[src/rtl/mult_div_unit.sv]
// Iterative multiply/divide unit owning HI/LO: one bit per cycle,
// shift-add multiply and restoring divide, sign fix-up in a final cycle.
//
// state | meaning
// IDLE  | waiting for start; MTHI/MTLO writes accepted
// RUN   | one multiply/divide iteration per cycle (WIDTH cycles)
// FIX   | apply result signs, write hi/lo, pulse done
module mult_div_unit #(
    parameter int WIDTH = 32
) (
    input  logic             clk,
    input  logic             rst_n,
    input  logic             start,
    input  logic [1:0]       op,
    input  logic [WIDTH-1:0] A,
    input  logic [WIDTH-1:0] B,
    input  logic             mthi_we,
    input  logic             mtlo_we,
    input  logic [WIDTH-1:0] wdata,
    output logic             busy,
    output logic             done,
    output logic [WIDTH-1:0] hi,
    output logic [WIDTH-1:0] lo
);

    localparam int CW = $clog2(WIDTH);

    typedef enum logic [1:0] {IDLE, RUN, FIX} state_t;

    state_t             state, state_nxt;
    logic [CW-1:0]      cnt;
    logic               is_div, neg_res, neg_rem, b_zero;
    logic [WIDTH-1:0]   a_orig, b_abs;
    logic [2*WIDTH-1:0] acc;
    logic [WIDTH:0]     rem;
    logic [WIDTH-1:0]   hi_q, lo_q;
    logic               done_q;

    logic               sign_a, sign_b;
    logic [WIDTH-1:0]   a_abs_in, b_abs_in;
    logic [WIDTH:0]     msum;
    logic [2*WIDTH-1:0] mult_nxt;
    logic [WIDTH:0]     shifted;
    logic [WIDTH+1:0]   diff;
    logic               borrow;
    logic [2*WIDTH-1:0] prod_fix;
    logic [WIDTH-1:0]   quo_fix, rem_fix;

    always_ff @(posedge clk) begin
        if (!rst_n) state <= IDLE;
        else        state <= state_nxt;
    end

    always_comb begin
        state_nxt = state;
        case (state)
            IDLE:    if (start) state_nxt = RUN;
            RUN:     if (cnt == '0) state_nxt = FIX;
            FIX:     state_nxt = IDLE;
            default: state_nxt = IDLE;
        endcase
    end

    // Operand magnitudes; negating 0x80..0 yields 2^(WIDTH-1), exact as unsigned.
    always_comb begin
        sign_a   = op[0] & A[WIDTH-1];
        sign_b   = op[0] & B[WIDTH-1];
        a_abs_in = sign_a ? -A : A;
        b_abs_in = sign_b ? -B : B;

        msum     = {1'b0, acc[2*WIDTH-1:WIDTH]} + (acc[0] ? {1'b0, b_abs} : '0);
        mult_nxt = {msum, acc[WIDTH-1:1]};

        shifted  = {rem[WIDTH-1:0], acc[WIDTH-1]};
        diff     = {1'b0, shifted} - {2'b00, b_abs};
        borrow   = diff[WIDTH+1];

        prod_fix = neg_res ? -acc : acc;
        quo_fix  = neg_res ? -acc[WIDTH-1:0] : acc[WIDTH-1:0];
        rem_fix  = neg_rem ? -rem[WIDTH-1:0] : rem[WIDTH-1:0];
    end

    always_ff @(posedge clk) begin
        if (!rst_n) begin
            cnt     <= '0;
            is_div  <= 1'b0;
            neg_res <= 1'b0;
            neg_rem <= 1'b0;
            b_zero  <= 1'b0;
            a_orig  <= '0;
            b_abs   <= '0;
            acc     <= '0;
            rem     <= '0;
            hi_q    <= '0;
            lo_q    <= '0;
            done_q  <= 1'b0;
        end else begin
            done_q <= 1'b0;
            case (state)
                IDLE: begin
                    if (start) begin
                        is_div  <= op[1];
                        neg_res <= sign_a ^ sign_b;
                        neg_rem <= sign_a;
                        b_zero  <= (B == '0);
                        a_orig  <= A;
                        b_abs   <= b_abs_in;
                        acc     <= {{WIDTH{1'b0}}, a_abs_in};
                        rem     <= '0;
                        cnt     <= CW'(WIDTH - 1);
                    end else begin
                        if (mthi_we) hi_q <= wdata;
                        if (mtlo_we) lo_q <= wdata;
                    end
                end
                RUN: begin
                    // Divide keeps the dividend/quotient in the low half of acc.
                    if (is_div) begin
                        rem               <= borrow ? shifted : diff[WIDTH:0];
                        acc[WIDTH-1:0]    <= {acc[WIDTH-2:0], ~borrow};
                    end else begin
                        acc <= mult_nxt;
                    end
                    cnt <= cnt - CW'(1);
                end
                FIX: begin
                    done_q <= 1'b1;
                    if (is_div) begin
                        if (b_zero) begin
                            lo_q <= '1;
                            hi_q <= a_orig;
                        end else begin
                            lo_q <= quo_fix;
                            hi_q <= rem_fix;
                        end
                    end else begin
                        hi_q <= prod_fix[2*WIDTH-1:WIDTH];
                        lo_q <= prod_fix[WIDTH-1:0];
                    end
                end
                default: ;
            endcase
        end
    end

    assign busy = (state != IDLE);
    assign done = done_q;
    assign hi   = hi_q;
    assign lo   = lo_q;

endmodule

[config.mk]
export PLATFORM = sky130hd
export DESIGN_NAME = mult_div_unit
export DESIGN_NICKNAME = d
export VERILOG_FILES = /design/src/rtl/mult_div_unit.sv
export SDC_FILE = /design/constraint.sdc
export NUM_CORES = 1
export LEC_CHECK = 0
export ABC_CLOCK_PERIOD_IN_PS = 3950
export CORE_ASPECT_RATIO = 0.7
export CORE_UTILIZATION = 40
export CTS_CLUSTER_SIZE = 10
export DETAILED_ROUTE_END_ITERATION = 6
export PLACE_DENSITY_LB_ADDON = 0.15
export REMOVE_ABC_BUFFERS = 1
export SYNTH_ARGS = -nofsm -noshare
export SYNTH_HDL_FRONTEND = slang
export SYNTH_SLANG_ARGS = --single-unit
[constraint.sdc]
create_clock -name clk -period 3.95 [get_ports clk]
set_input_delay 0.79 -clock clk [delete_from_list [all_inputs] [get_ports clk]]
set_output_delay 0.79 -clock clk [all_outputs]
set_load 0.01 [all_outputs]
==> reports/results.tsv <==
stage	metric	value	unit
route	totalWireLength	70.84	mm
cts	cts_tree	built	
pwr	power-per-cell-area	351.0	nW/um^2
flow_run	drv_cap	0	
sta	finalHoldViolations	0	
final_layout	layout.nets	2595	
setup_path	worstPathArrival	4360	ps
final_layout	drive_gt1_frac	0.06757	
floorplanning	num_rows	63	
setup_path	cpMaxStageDelayCell	or4b_2	
yosys	syn_avg_cell_area	7.528	um^2
setup_path	start_kind	flip-flop	
final_layout	areaGrowthSynthToFinish	18.19	%
route	ant_nets	0	
yosys	synthFlopType	dfxtp_1	
cts	clk_pin_slew_worst_paths	70	ps
global_route	antenna_found_initial	1	
yosys	yosysTopAreaCell	dfxtp_1	
floorplanning	initial_core_util	0.4080	
route	vias	18610	
yosys	synthCells	2307	
cts	cts_buffers	28	
place	post-place-cells	2942	
place	hpwl	54.14	mm
cts	htreeDepth	1	
place	placed_area	19720	um^2
route	drc	0	
sta	max_freq	0.2612	GHz
floorplanning	io_pins	169	
setup_path	worstSetupPathType	flip-flop to flip-flop	
yosys	synth_top_cell_area_share	0.2720	
global_route	grt_pass1_wl	106.6	mm
min_path	hold_path_class	flip-flop to flip-flop	
yosys	ys_seq_elements	236	
yosys	yosys_warnings	0	
place	io_buffers	168	
sta	setup_tns	0	ps
global_route	grt_pass1_vias	17110	
sta	finClkSkew	21.40	ps
sta	worst-slew-pin-transition	1100	ps
route	post_drt_via_cell_ratio	6.242	
route	first_iter_violations	2274	
pwr	vdd_drop_max	0.0003287	V
yosys	synth_cell_types	91	
pwr	p_leak	7.800	nW
sta	max-slew-margin-rel	0.2655	
sta	setup_viol	0	
sta	period_share	0.9693	
cts	insertion_delay	580	ps
cts	clockBufferDepth	3	
setup_path	crit_fanout	14	
yosys	synthTopCellsByArea	dfxtp_1 (27%), nand2_1 (6.4%), a21oi_1 (5.8%)	
place	gp_congestion	0.9495	
route	wl_per_cell	23.76	um
status	status	finished, final reports clean	
yosys	async_flop_share	0	
yosys	ys_seq_area_frac	0.2720	
sta	rsz0062_at_grt	true	
cts	cts_resized	0	
yosys	synth_edf_count	0	
setup_path	cp.required	4480	ps
final_layout	nFillCells	4255	
floorplanning	die_h	176.3	um
floorplanning	core_area	42570	um^2
cts	clkSinkCount	236	
final_layout	final_cells	2982	
setup_path	cpPeakStageDelay	620	ps
pwr	power	7.205	mW
yosys	netlist_area	17370	um^2
setup_path	crit_chain	inv_1 > nor2_1 > ha_1 > nor2b_1 > o211ai_1 > a2111o_1 > a211oi_1 > or4_1 > a21oi_1 > or4b_2 > nand3_1	
route	dr.pass1.iters	5	
global_route	grt_overflow	0	
global_route	grt_use_total	0.3116	
floorplanning	die_x	251.0	um
setup_path	end_kind	flip-flop	
floorplanning	die_area	44270	um^2
final_layout	fin_area	20530	um^2
sta	period_minus_slack	3829	ps
sta	slew_viol_final	0	
global_route	grt_max_degree	114	
cts	clockRootBuffer	clkbuf_16	
cts	hold_buffers	0	
## registers in the layout (all words and copies together), names as in the netlist
register / count
acc: 64
a_orig: 32
b_abs: 32
hi: 32
lo: 32
rem: 32
cnt: 5
state: 2
b_zero: 1
done: 1
is_div: 1
neg_rem: 1
neg_res: 1
## final timing paths
check | startpoint | to | slack (ps) | cells after the start
max | acc[0] | acc[51] | 120 | 11
min | lo[7] | lo[7] | 450 | 2
max reg2reg | acc[0] | acc[51] | 120 | 11
min reg2reg | lo[7] | lo[7] | 450 | 2
## per-layer routing
metal  GRT usage  wire (um)
met3     0.05661       6632
met5           0          0
met1      0.4798      34170
met2      0.4373      28280
met4     0.07698       1748
## cell usage after synthesis (11+ instances only)
cell type    n
a311oi_1    11
a21o_1      23
dfxtp_1    236
or2_2       13
nand2_1    296
nor4_1      23
a21oi_1    202
mux2i_1     29
o21a_1      14
xor2_1      91
o221ai_1    36
or3_1       31
xnor2_1     93
nor3_1      57
or4_1       19
ha_1        70
o41ai_1     18
nor2_1     192
o211ai_1    62
and3_1      22
clkbuf_1   136
nand3_1     44
o21ai_0    137
nand2b_1    13
a21boi_0    11
a211oi_1    78
a41oi_1     12
o31ai_1     34
and2_1      14
nand4_1     14
a22oi_1     16
a31oi_1     16
nor2b_1     32
inv_1       69
## power by group
| part | total [mW] | leakage [nW] | internal [mW] | switching, mW |
|---|---|---|---|---|
| Clock | 2.47 | 0.394 | 1.37 | 1.10 |
| Sequential | 2.75 | 1.93 | 2.55 | 0.201 |
| Combinational | 1.98 | 5.47 | 0.769 | 1.21 |
| Total | 7.20 | 7.80 | 4.69 | 2.51 |
## cells by family (layout without fill, tap and decap cells)
| kind of cell | count (synthesis) | in the layout | synth area share |
|---|---|---|---|
| xor+xnor | 184 | 184 | 0.09280 |
| mux | 34 | 34 | 0.01996 |
| flops | 236 | 236 | 0.2720 |
| compound gates | 747 | 747 | 0.2872 |
| simple gates | 807 | 807 | 0.2231 |
| other cells | 0 | 3 | 0 |
| fa+ha+maj | 72 | 72 | 0.05274 |
| buf+inv | 227 | 347 | 0.05216 |
## metrics by stage
step,hold slack [ps],util,setup slack [ps]
after detailed placement,448.8,0.4633,237.5
after floorplan,431.2,-,-2232
after global placement,443.0,0.4633,268.6
after CTS,456.6,0.4820,217.3
after global routing,474.6,0.4820,-55.43
final,454.2,0.4822,121.2
## cell type report
cell class | instances | area [um^2] | area share
clock inverter | 1 | 5.005 | 0.0002438
timing repair buffer | 238 | 2252 | 0.1097
clock buffer | 36 | 792.0 | 0.03859
inverter | 72 | 272.8 | 0.01329
multi-input combinational | 1844 | 11780 | 0.5738
sequential | 236 | 4728 | 0.2304
antenna | 3 | 7.507 | 0.0003657
tap | 552 | 690.7 | 0.03365
## layout by cell type, fill, tap and decap left out, drive strengths merged, types with 57 or more instances in the layout
| cell | Yosys | layout |
|---|---|---|
| o211ai | 62 | 62 |
| a21oi | 202 | 202 |
| nand2 | 297 | 297 |
| xnor2 | 93 | 93 |
| o21ai | 142 | 142 |
| ha | 70 | 70 |
| nor2 | 192 | 192 |
| nor3 | 57 | 57 |
| inv | 70 | 71 |
| xor2 | 91 | 91 |
| dfxtp | 236 | 236 |
| buf | 15 | 71 |
| clkdlybuf4s50 | 0 | 167 |
| a211oi | 79 | 79 |
## worst max-delay path: cells and delay by family, from the launching register on
family                   cells  cell delay, ps
AO/OA/AOI/OAI                4            1340
AND/OR/NAND/NOR              5            1290
buffers and inverters        1             410
flip-flops                   1             370
adder cells (fa/ha/maj)      1             350
## what timing repair did
item,CTS,global route
hold endpoints to repair,0,0
endpoints found under the setup margin,0,1
setup buffers,0,0
No activity file was read; power rests on OpenSTA's default activity.
==> RTL edit (same flow settings) <==
The parameter `WIDTH` goes from 32 to 16.
--- a/src/rtl/mult_div_unit.sv
+++ b/src/rtl/mult_div_unit.sv
@@ -7,5 +7,5 @@
 // FIX   | apply result signs, write hi/lo, pulse done
 module mult_div_unit #(
-    parameter int WIDTH = 32
+    parameter int WIDTH = 16
 ) (
     input  logic             clk,
Ports: changed (5 resized); port bits go from 169 to 89. No check against the original RTL was run, so the function may have changed too.
==> RTL edit against the unedited design <==
Combinational power shrank 57%. Largest cell class unchanged. Routed wire length shrank 61%. Cell area fell by 51%. Sequential power fell by 48%. Setup slack better by 0.67 ns. Sequential cell count down 113. Total power is 45% lower. Synthesized area fell by 52%. Global-route usage is 5.0 points lower. Via count down 55%.
==> RTL edit: results (changes against the unedited design) <==
combinational share of power=0.214 (-0.061); post-DR wirelength/cell=19.41 um (-18%); Tot GR Track Use=0.2621 (-0.04956); Via-to-Cell Ratio=5.881 (-5.8%); CP Max Fanout=7 (-7); peak supply drop=0.0002144 V (-35%); Starting DRT DRC Count=867 (-62%); clock share of power=0.424 (+0.081); Max stage delay on crit path=0.53 ns (-0.09 ns); WL met3=2516 um (-62%); status=finished clean; largest net degree at the start of global routing=57 (-50%); Port Buffers=88 (-48%); Metal-1 WL=14,670 um (-57%); Hold WS=0.4541 ns (-0.0001180 ns); worst-margin pin slew=0.9971 ns (-0.1031 ns); Final #Nets=1,251 (-52%); Antenna diodes=0 (-3); max reg flops=32 (-50%); Worst Skew=0.006067 ns (-0.01533 ns); met1 Use GR=0.4199 (-0.05986); clk buf depth=2 (-1); Int Power=2.749 mW (-41%); grt met3 use=0.05504 (-0.001569); synth cell count leaders=dfxtp_1 (123), nand2_1 (121), nor2_1 (119)
## RTL edit: cell count changes after synthesis, moves of 63 or more
cell / before / now
dfxtp_1: 236 / 123
nor2_1: 192 / 119
a21oi_1: 202 / 86
xor2_1: 91 / 27
o21ai_0: 137 / 74
clkbuf_1: 136 / 64
nand2_1: 296 / 121
## RTL edit: metrics by stage
step / area, um2 / total power [mW] / util / setup slack (ns) / instances
global route: 10110 / 4.109 / 0.5013 / 0.5173 / 1440
detailed placement: 9497 / 2.288 / 0.4707 / 0.9186 / 1408
global placement: 9497 / 2.282 / 0.4707 / 1.033 / 1408
floorplan: 8122 / 1.940 / - / 0.3283 / 1031
finish: 10110 / 3.964 / 0.5013 / 0.7947 / 1440
CTS: 10110 / 3.955 / 0.5013 / 0.8867 / 1440
## RTL edit: path summary, 6_finish.rpt
path | from | to
worst max-delay path | acc[0] | acc[29]
worst max register to register | acc[0] | acc[29]
worst min register to register | a_orig[0] | a_orig[0]
worst min-delay path | a_orig[0] | a_orig[0]
## RTL edit: cell type report
| cell class | count | area (um2) |
|---|---|---|
| tap | 270 | 337.8 |
| fill | 1973 | 10060 |
| timing repair buffer | 107 | 1023 |
| inverter | 43 | 161.4 |
| clock inverter | 12 | 171.4 |
| clock buffer | 20 | 446.7 |
| sequential | 123 | 2464 |
| multi-input combinational | 865 | 5510 |
## RTL edit: critical path, delay by kind of cell, from the launching register on
family          cells  cell delay [ns]
fa+ha+maj           2             0.55
buf+inv             1             0.06
flops               1             0.47
simple gates        3             0.48
compound gates      5             1.51
## RTL edit: kinds of logic after synthesis
group,synth area share
compound gates,0.2731
xor+xnor,0.07813
fa+ha+maj,0.05982
buf+inv,0.05327
flops,0.2929
mux,0.02530
simple gates,0.2176
